$ cat src/rtl/phase_sequencer.sv
// phase_sequencer: traffic-light phase sequencer driven by a tick timebase.
// Steps through RED -> GREEN(p) -> YELLOW(p) and back. The phase p is latched
// when green is entered and decides both the lamp codes and the green length.
// Optional feature macro: ALL_RED_CLEARANCE_EN
//   defined   : YELLOW(p) -> RED -> GREEN(current_phase); RED lasts RED_TICKS.
//   undefined : RED appears only after reset and lasts a single tick, and
//               YELLOW(p) goes directly to GREEN(current_phase).
module phase_sequencer #(
  parameter int GREEN_TICKS      = 20,
  parameter int PRIO_GREEN_TICKS = 10,
  parameter int YELLOW_TICKS     = 4,
  parameter int RED_TICKS        = 2
) (
  input  logic        clk,
  input  logic        rst,
  input  logic        tick,
  input  logic [1:0]  current_phase,
  output logic [3:0]  light_state,
  output logic        state_done,
  output logic [15:0] remaining
);

  typedef enum logic [1:0] {
    ST_RED    = 2'd0,
    ST_GREEN  = 2'd1,
    ST_YELLOW = 2'd2
  } state_t;

  // A duration of 0 behaves as 1; longer durations keep the low 16 bits of
  // (duration - 1).
  function automatic logic [15:0] dur_m1(input int d);
    if (d <= 1) return 16'd0;
    else        return 16'(d - 1);
  endfunction

  localparam logic [15:0] GREEN_M1  = dur_m1(GREEN_TICKS);
  localparam logic [15:0] PRIO_M1   = dur_m1(PRIO_GREEN_TICKS);
  localparam logic [15:0] YELLOW_M1 = dur_m1(YELLOW_TICKS);
  localparam logic [15:0] RED_M1    = dur_m1(RED_TICKS);

`ifdef ALL_RED_CLEARANCE_EN
  localparam logic [15:0] RST_M1 = RED_M1;
`else
  // Without clearance, the post-reset red is always one tick; RED_TICKS has
  // no effect in this build.
  localparam logic [15:0] RST_M1 = RED_M1 & 16'd0;
`endif

  // Phases 0/1 are the main phases; 2/3 are the shorter priority phases.
  function automatic logic [15:0] green_m1(input logic [1:0] p);
    return p[1] ? PRIO_M1 : GREEN_M1;
  endfunction

  // Lamp code: green = 2p+1, yellow = 2p+2, all-red = 0.
  function automatic logic [3:0] encode(input state_t s, input logic [1:0] p);
    case (s)
      ST_GREEN:  return 4'({p, 1'b0}) + 4'd1;
      ST_YELLOW: return 4'({p, 1'b0}) + 4'd2;
      default:   return 4'd0;
    endcase
  endfunction

  state_t      state_q, state_d;
  logic [1:0]  phase_q, phase_d;
  logic [15:0] remaining_q, remaining_d;
  logic [3:0]  light_state_q, light_state_d;
  logic        state_done_q, state_done_d;

  // Next state: count down on ticks; a tick at zero moves to the next state
  // and reloads the counter for it.
  always_comb begin
    state_d       = state_q;
    phase_d       = phase_q;
    remaining_d   = remaining_q;
    state_done_d  = 1'b0;
    if (tick) begin
      if (remaining_q != 16'd0) begin
        remaining_d = remaining_q - 16'd1;
      end else begin
        state_done_d = 1'b1;
        case (state_q)
          ST_GREEN: begin
            state_d     = ST_YELLOW;
            remaining_d = YELLOW_M1;
          end
          ST_YELLOW: begin
`ifdef ALL_RED_CLEARANCE_EN
            state_d     = ST_RED;
            remaining_d = RED_M1;
`else
            state_d     = ST_GREEN;
            phase_d     = current_phase;
            remaining_d = green_m1(current_phase);
`endif
          end
          default: begin
            state_d     = ST_GREEN;
            phase_d     = current_phase;
            remaining_d = green_m1(current_phase);
          end
        endcase
      end
    end
    light_state_d = encode(state_d, phase_d);
  end

  // State and registered outputs; reset wins over tick.
  always_ff @(posedge clk) begin
    if (rst) begin
      state_q       <= ST_RED;
      phase_q       <= 2'd0;
      remaining_q   <= RST_M1;
      light_state_q <= 4'd0;
      state_done_q  <= 1'b0;
    end else begin
      state_q       <= state_d;
      phase_q       <= phase_d;
      remaining_q   <= remaining_d;
      light_state_q <= light_state_d;
      state_done_q  <= state_done_d;
    end
  end

  assign light_state = light_state_q;
  assign state_done  = state_done_q;
  assign remaining   = remaining_q;

endmodule

$ cat config.mk
export PLATFORM = sky130hd
export DESIGN_NAME = phase_sequencer
export DESIGN_NICKNAME = d
export VERILOG_FILES = /design/src/rtl/phase_sequencer.sv
export SDC_FILE = /design/constraint.sdc
export NUM_CORES = 1
export LEC_CHECK = 0
export CAP_MARGIN = 20
export CORE_UTILIZATION = 53
export CTS_CLUSTER_DIAMETER = 100
export DETAILED_ROUTE_END_ITERATION = 8
export PLACE_DENSITY = 0.82
export SYNTH_ARGS = -nofsm -noshare
export SYNTH_HDL_FRONTEND = slang
export SYNTH_SLANG_ARGS = --single-unit
export TNS_END_PERCENT = 30
$ cat constraint.sdc
create_clock -name clk -period 4 [get_ports clk]
set_clock_uncertainty 0.05 [all_clocks]
set_input_delay 0.6 -clock clk [delete_from_list [all_inputs] [get_ports clk]]
set_output_delay 0.6 -clock clk [all_outputs]
set_load 0.1 [all_outputs]
=== After elaboration in Yosys (flattened, before gate mapping) ===
Index checks and enable logic that the tools add are counted.

* Register bits: 25
* Output and inout bits: 21
* Word-level logic and storage cells: 25

* Add/subtract/negate cells: 3
* Equal/unequal tests: 3
* Multiplexer cells: 11
* Bitwise gates (word level): 1
* Reduce and logical (&&, ||, !) cells: 2

{| class="wikitable"
|+ Operator list
! cell !! number
|-
| $mux 16 || 1
|-
| $reduce_bool 16->1 || 1
|-
| $sub 16x1->16 const B || 1
|-
| $mux 2 || 6
|-
| $mux 5 || 2
|-
| $pmux 4 s2 || 1
|-
| $add 3x1->4 const B || 1
|-
| $add 3x2->4 const B || 1
|-
| $eq 2x1->1 const B || 2
|-
| $eq 2x2->1 const B || 1
|-
| $reduce_or 2->1 || 1
|-
| $mux 1 || 1
|-
| $not 1->1 || 1
|}

=== Longest topological paths before layout ===
Gate-level depths: netlist of the first run.

* Depth after elaboration: 6
* Depth in mapped cells: 13
* Mapped depth without buffers: 13

=== Least setup slack after synthesis of the first run ===
OpenSTA, ideal clock, no wires.

* Path kind: register -> register
* Start: register remaining_q[0], in the netlist remaining[0]
* End: register light_state_q[2], in the netlist light_state[2]
* Setup time: 70 ps
* Arrival time: 3248 ps
* Data required time: 3880 ps
* Slack: 633 ps
* Cell stages (with the launch flop): 13
* Path buffers: 0
* Clock period less this slack: 3367 ps
* Cells stage by stage: dfxtp_1 inv_1 ha_1 nor3b_1 and3_1 nand3_1 mux2i_1 inv_1 ha_1 or2_2 nor3b_1 a21oi_1 a21oi_1

* Cells in the longest elaborated chain, start to end: 5
* Elaborated cells on any way between the ends: 10

{| class="wikitable"
|+ Ends and longest elaborated chain
! what !! RTL line !! RTL
|-
| start: declaration || 65 || <nowiki>logic [15:0] remaining_q, remaining_d;</nowiki>
|-
| start signal: assignment || 118 || <nowiki>remaining_q <= remaining_d;</nowiki>
|-
| $reduce_bool 16->1 (*) || 77 || <nowiki>if (remaining_q != 16'd0) begin</nowiki>
|-
| $mux 2 (*) || 77 ||
|-
| $mux 2 (*) || 76 || <nowiki>if (tick) begin</nowiki>
|-
| via state_d[1] || 63 || <nowiki>state_t state_q, state_d;</nowiki>
|-
| $eq 2x2->1 or $eq 2x1->1 (tied branches) || 56 || <nowiki>case (s)</nowiki>
|-
| $pmux 4 s2 (*) || 56 ||
|-
| end signal: assignment || 119 || <nowiki>light_state_q <= light_state_d;</nowiki>
|-
| end: declaration || 66 || <nowiki>logic [3:0] light_state_q, light_state_d;</nowiki>
|}

The timed path passes the listed nets; every way through them passes the cells marked *.
A chain may end at the register's enable or synchronous reset.

=== Final worst setup path of the first run ===
* Start: register remaining_q[8], in the netlist remaining[8]
* End: register light_state_q[2], in the netlist light_state[2]

Same word-level chain as after synthesis.

==> results.rst, run 1 <==
.. list-table::
   :header-rows: 1

   * - Metric
     - Value
   * - Share of the clock period used by the worst path
     - 0.775
   * - Initial Utilization
     - 0.586
   * - Drt wl/cell
     - 11.4 um
   * - Yosys warning total
     - 0
   * - Fillers
     - 164
   * - Synth area leaders
     - sky130_fd_sc_hd__dfxtp_1 42%, sky130_fd_sc_hd__nor2_1 7.6%, sky130_fd_sc_hd__xnor2_1 4.4%
   * - Diodes inserted
     - 0
   * - Post-synthesis sequential element count
     - 25
   * - CP endpoint kind
     - flop
   * - Post-synthesis instance area
     - 1180 um2
   * - Number of max-slew violations in the final report
     - 0
   * - Worst hold start
     - remaining[7]
   * - Fraction of final layout cells with drive strength greater than 1
     - 0.0559
   * - Wire length of the first global-routing pass
     - 3.77 mm
   * - Number of distinct standard cells referenced by the synthesized netlist
     - 36
   * - Count of buffers inserted at the top-level ports
     - 25
   * - Worst Setup Path Type
     - flop to flop
   * - Final worst path period need
     - 3.10 ns
   * - Wire length after detailed routing
     - 2.15 mm
   * - Core Footprint
     - 2020 um2
   * - Root Driver
     - sky130_fd_sc_hd__clkbuf_4
   * - CTS H-tree depth
     - 1
   * - Register Area
     - 500 um2
   * - Most instantiated flip-flop cell in the synthesis netlist
     - sky130_fd_sc_hd__dfxtp_1
   * - Number of I/O pins
     - 26
   * - Maximum number of pins on one net before global-route repair
     - 14
   * - Iteration-0 DRC Markers
     - 9
   * - Clock slew at reported path FFs
     - 0.13 ns
   * - Post-synth EDFFs
     - 0
   * - Slew at the pin with the worst max-slew slack
     - between 0.9 and 1 ns
   * - Final Net Count
     - 171
   * - Maximum fanout count along the critical path
     - 6
   * - Setup slack on the worst flop-to-flop path
     - 0.90 ns
   * - Detailed-placement wirelength estimate
     - ~1.7 mm
   * - Number of antenna violations at the first check in global routing
     - 0
   * - Count of standard-cell rows
     - 16
   * - Nets in the synthesized netlist
     - 144
   * - Multi-input gate area in the final layout
     - approximately 650 um2
   * - Via count of the first global-routing pass
     - 889
   * - Yosys top cell by area
     - sky130_fd_sc_hd__dfxtp_1
   * - Most frequent cells in the layout
     - 25 x sky130_fd_sc_hd__clkdlybuf4s50_1, 25 x sky130_fd_sc_hd__dfxtp_1, 24 x sky130_fd_sc_hd__nor2_1
   * - TritonCTS clock tree
     - yes
   * - Num CTS Buffers
     - 3
   * - Iteration count of the initial detailed-routing pass
     - 4
   * - Die area
     - ~2400 um2
   * - Placer Congestion
     - between 0.7 and 0.8
   * - Class of the most critical hold timing path
     - flop to flop
   * - Layout overhead on the synthesized area
     - 24.5%
   * - Remaining global-route overflow
     - 0
   * - Hold Crit Depth
     - 2
   * - Final count of negative-setup-slack endpoints
     - 0
   * - Number of setup buffers added after CTS
     - 0
   * - # clock sinks
     - 25
   * - Syn avg cell area
     - slightly below 9 um2
   * - Total cell area at the placement stage
     - 1450 um2
   * - Req. time, crit path
     - between 4 and 5 ns
   * - Gate Count Post-Synth
     - 135
   * - Final Hold Vio Count
     - 0
   * - Die X
     - 49.3 um
   * - Routed via count
     - 991
   * - Per-cell via count in the routed design
     - about 5.3
   * - Remaining max-slew budget at the tightest pin
     - 0.352
   * - Number of violations of the max-capacitance limit
     - 0
   * - R2r endpoint
     - light_state[2]
   * - Overall routing resource usage
     - 0.196
   * - Area share of the largest cell type after synthesis
     - 0.422
   * - CP startpoint kind
     - flop
   * - Number of buffers on the longest clock path
     - 2
   * - # DRC
     - 0
   * - Number of cell instances on the worst register-to-register path
     - 10
   * - Final setup TNS
     - 0 ns
   * - Highest achievable clock rate
     - 323 MHz
   * - Unrepaired setup endpoints after global routing
     - false
   * - Arrival time reported for the critical path endpoint
     - 3.30 ns
   * - Portion of the post-synthesis area used by sequential elements
     - 0.422
   * - Design area
     - 1480 um2
   * - Fraction of registers with async set/reset
     - 0
   * - Worst hold path endpoint
     - remaining[7]
   * - Clock insertion delay at the later pin of the skew report
     - ~0.30 ns
   * - Die span in y
     - 49.3 um
   * - Hold buffer count at CTS
     - 0
   * - Outcome
     - finished, final reports clean
   * - PostCTS Resize Cnt
     - 0
   * - Count of nets left with antenna violations after detail routing
     - 0
   * - R2R Path Start
     - remaining[8]
cells in the mapped netlist, drive strengths merged, types with 2 or more instances:
cell type  instances
xor2               6
or3                5
a21oi              6
dfxtp             25
or4                2
mux2i              5
nand2b             3
ha                 4
nand3              4
o22ai              2
nor3b              3
nor2              24
buf                2
a211oi             2
nor3              11
xnor2              6
inv                5
nand2              7
worst max-delay path by stage:
stage	from	end
after detailed placement	tick	light_state[2]
after global routing	remaining[8]	light_state[2]
after CTS	remaining[8]	light_state[2]
after global placement	tick	light_state[2]
final	remaining[8]	light_state[2]
after floorplan	remaining[0]	light_state[2]
metrics by stage:
step	instances	utilization	setup slack (ns)	hold slack [ns]
after detailed placement	184	0.717	0.880	0.447
after global routing	188	0.730	0.654	0.510
final	188	0.730	0.900	0.474
after global placement	184	0.717	0.957	0.439
after floorplan	135	-	0.633	0.433
after CTS	188	0.730	0.938	0.466
flip-flops by register name, summed over array words and instances, names as in the netlist:
register     flops
state_q          2
phase_q          2
state_done       1
light_state      4
remaining       16
area by class of cell:
cell class,count,share of cell area
Clock buffer,4,0.0178
Inverter,5,0.0127
Multi-Input combinational cell,102,0.438
Sequential cell,25,0.339
Tap cell,27,0.0229
Timing Repair Buffer,25,0.170
critical path: stages (launching register included):
cell                       delay [ns]
sky130_fd_sc_hd__dfxtp_1         0.38
sky130_fd_sc_hd__or4_4           0.57
sky130_fd_sc_hd__nor3_1          0.29
sky130_fd_sc_hd__nand3_1         0.28
sky130_fd_sc_hd__mux2i_1         0.31
sky130_fd_sc_hd__inv_1           0.07
sky130_fd_sc_hd__ha_1            0.30
sky130_fd_sc_hd__or2_2           0.35
sky130_fd_sc_hd__nor3b_1         0.25
sky130_fd_sc_hd__a211oi_1        0.08
sky130_fd_sc_hd__a21oi_1         0.12
cells by family (layout without fill, tap and decap cells):
logic type,after synthesis,in the layout,synth area share
compound gates,15,15,0.0781
xor+xnor,12,12,0.0887
fa+ha+maj,4,4,0.0422
buf+inv,8,34,0.0327
flops,25,25,0.422
mux,5,5,0.0422
simple gates,66,66,0.294
layer usage:
metal | vias up | GRT usage | share of wire
li1 | 517 | - | -
met5 | - | 0 | 0
met1 | 447 | 0.255 | 0.48
met2 | 25 | 0.338 | 0.47
met4 | 0 | 0.0441 | 0.0047
met3 | 2 | 0.0280 | 0.042
Power of run 1 is left out: the tool's default activity adds up to more than one toggle a clock period on the data nets, which glitch-free logic cannot reach.
==> run 2, diff against run 1 <==
- CORE_UTILIZATION: 53 -> 49
- PLACE_DENSITY: 0.82 -> 0.77
- clock period: 4 -> 3.1 ns (I/O delays scaled with it)
==> run 2 against run 1 <==
  * Flip-flop and latch count unchanged
  * Global-route usage is 1.9 points higher
  * Fmax up 4.6%
  * Die area is 7.8% higher
  * Non-clock buffer count grew 3
  * Core utilization down 8.3 points
  * Worst hold slack better by 0.00050 ns
  * Final cell count rose by 2.1%
  * Count of clock-buffer cells in the layout shrank 1
  * First-iteration DRC count rose to 3.2 times the previous value
  * Register-to-register slack worse by 0.76 ns
  * Routed wire length grew 16%
  * Critical path type unchanged
  * Highest routed layer unchanged
==> results.rst, run 2 (synthesis gave the netlist of run 1 again) <==
.. list-table::
   :header-rows: 1

   * - Metric
     - Value
   * - Outcome
     - finished, final reports clean (unchanged)
   * - Number of antenna violations at the first check in global routing
     - 0 (unchanged)
   * - Unrepaired setup endpoints after global routing
     - false (unchanged)
   * - Req. time, crit path
     - 3.30 ns (was 4.20 ns)
   * - Routed via count
     - 1,027 (was 991)
   * - Fillers
     - 199 (was 164)
   * - Final Hold Vio Count
     - 0 (unchanged)
   * - Iteration-0 DRC Markers
     - 29 (was 9)
   * - Number of I/O pins
     - 26 (unchanged)
   * - Count of standard-cell rows
     - 17 (was 16)
   * - Worst Setup Path Type
     - flop to flop (unchanged)
   * - Drt wl/cell
     - 12.9 um (was 11.4 um)
   * - Iteration count of the initial detailed-routing pass
     - 4 (unchanged)
   * - Number of violations of the max-capacitance limit
     - 0 (unchanged)
   * - CP startpoint kind
     - flop (unchanged)
   * - Initial Utilization
     - 0.526 (was 0.586)
   * - Die area
     - 2620 um2 (was 2430 um2)
   * - Die X
     - 51.2 um (was 49.3 um)
   * - Number of flip-flops under the largest register name
     - 16 (unchanged)
   * - Setup slack on the worst flop-to-flop path
     - 0.14 ns (was 0.90 ns)
   * - Final worst path period need
     - 2.96 ns (was 3.10 ns)
   * - Clock insertion delay at the later pin of the skew report
     - 0.31 ns (was 0.30 ns)
   * - Number of setup buffers added after CTS
     - 0 (unchanged)
   * - # DRC
     - 0 (unchanged)
   * - Final Net Count
     - 174 (was 171)
   * - CTS H-tree depth
     - 1 (unchanged)
   * - Class of the most critical hold timing path
     - flop to flop (unchanged)
   * - Wire length of the first global-routing pass
     - 4.23 mm (was 3.77 mm)
   * - Via count of the first global-routing pass
     - 1,023 (was 889)
   * - Count of buffers inserted at the top-level ports
     - 25 (unchanged)
   * - Final count of negative-setup-slack endpoints
     - 0 (unchanged)
   * - CP endpoint kind
     - flop (unchanged)
   * - Count of nets left with antenna violations after detail routing
     - 0 (unchanged)
   * - # clock sinks
     - 25 (unchanged)
   * - Slew at the pin with the worst max-slew slack
     - 0.448 ns (was 0.968 ns)
   * - Layout overhead on the synthesized area
     - 23.1% (was 24.5%)
   * - Maximum fanout count along the critical path
     - 6 (unchanged)
   * - TritonCTS clock tree
     - yes (unchanged)
   * - Most frequent cells in the layout
     - 24 x sky130_fd_sc_hd__nor2_1, 24 x sky130_fd_sc_hd__buf_4, 19 x sky130_fd_sc_hd__dfxtp_1 (was 25 x sky130_fd_sc_hd__clkdlybuf4s50_1, 25 x sky130_fd_sc_hd__dfxtp_1, 24 x sky130_fd_sc_hd__nor2_1)
   * - Hold buffer count at CTS
     - 0 (unchanged)
   * - Overall routing resource usage
     - 0.215 (was 0.196)
   * - Diodes inserted
     - 0 (unchanged)
   * - Maximum number of pins on one net before global-route repair
     - 15 (was 14)
   * - Remaining max-slew budget at the tightest pin
     - 0.701 (was 0.352)
   * - Share of the clock period used by the worst path
     - 0.956 (was 0.775)
   * - Num CTS Buffers
     - 3 (unchanged)
   * - Core Footprint
     - 2250 um2 (was 2020 um2)
   * - Arrival time reported for the critical path endpoint
     - 3.17 ns (was 3.30 ns)
   * - Per-cell via count in the routed design
     - 5.35 (was 5.27)
   * - PostCTS Resize Cnt
     - 0 (unchanged)
   * - Highest achievable clock rate
     - 337 MHz (was 323 MHz)
   * - Detailed-placement wirelength estimate
     - 1.87 mm (was 1.68 mm)
   * - Number of buffers on the longest clock path
     - 2 (unchanged)
   * - Fraction of final layout cells with drive strength greater than 1
     - 0.250 (was 0.0559)
   * - Remaining global-route overflow
     - 0 (unchanged)
   * - Die span in y
     - 51.2 um (was 49.3 um)
   * - Final setup TNS
     - 0 ns (unchanged)
   * - Clock slew at reported path FFs
     - 0.13 ns (about the same)
   * - Placer Congestion
     - 0.810 (was 0.795)
   * - Number of max-slew violations in the final report
     - 0 (unchanged)
   * - Root Driver
     - sky130_fd_sc_hd__clkbuf_4 (unchanged)
   * - Wire length after detailed routing
     - 2.48 mm (was 2.15 mm)
==> run 2: per-stage QoR <==
stage	std cells	util	hold WS, ns	worst slack [ns]	instance area [um2]
after floorplan	135	-	0.433	0.0428	1190
after global placement	188	0.633	0.449	0.330	1430
final	192	0.647	0.474	0.136	1460
after CTS	192	0.645	0.484	0.165	1460
after global routing	192	0.647	0.516	0.0139	1460
after detailed placement	188	0.633	0.462	0.197	1430
==> run 2: final timing paths <==
kind	from	end	depth (start not counted)
worst max register to register	remaining[8]	light_state[2]	10
worst min-delay path	remaining[7]	remaining[7]	2
worst max-delay path	remaining[8]	light_state[2]	10
worst min register to register	remaining[7]	remaining[7]	2
==> run 2: layer usage <==
metal,up-vias,track usage,part of all wire
met5,-,0,0
met4,0,0.0694,0.010
met3,4,0.0268,0.050
met2,31,0.375,0.48
met1,472,0.272,0.46
li1,520,-,-
==> run 2: final cells by class <==
cell class | instances | area, um2 | area share
flip-flops and latches | 25 | 508 | 0.348
well taps | 28 | 35.0 | 0.0240
multi-input cells | 102 | 649 | 0.445
clock buffers | 3 | 22.5 | 0.0154
repair buffers | 28 | 220 | 0.151
inverters | 5 | 18.8 | 0.0129
clock inverters | 1 | 5.00 | 0.00343
==> run 2: critical path: stages (launching register included) <==
cell and delay, ns:
sky130_fd_sc_hd__dfxtp_2 0.37, sky130_fd_sc_hd__or4_4 0.57, sky130_fd_sc_hd__nor3_1 0.23, sky130_fd_sc_hd__nand3_1 0.23, sky130_fd_sc_hd__mux2i_2 0.28, sky130_fd_sc_hd__inv_1 0.07
sky130_fd_sc_hd__ha_1 0.32, sky130_fd_sc_hd__or2_2 0.35, sky130_fd_sc_hd__nor3b_1 0.23, sky130_fd_sc_hd__a211oi_1 0.09, sky130_fd_sc_hd__a21oi_1 0.12
Power of run 2 is left out for the same reason.
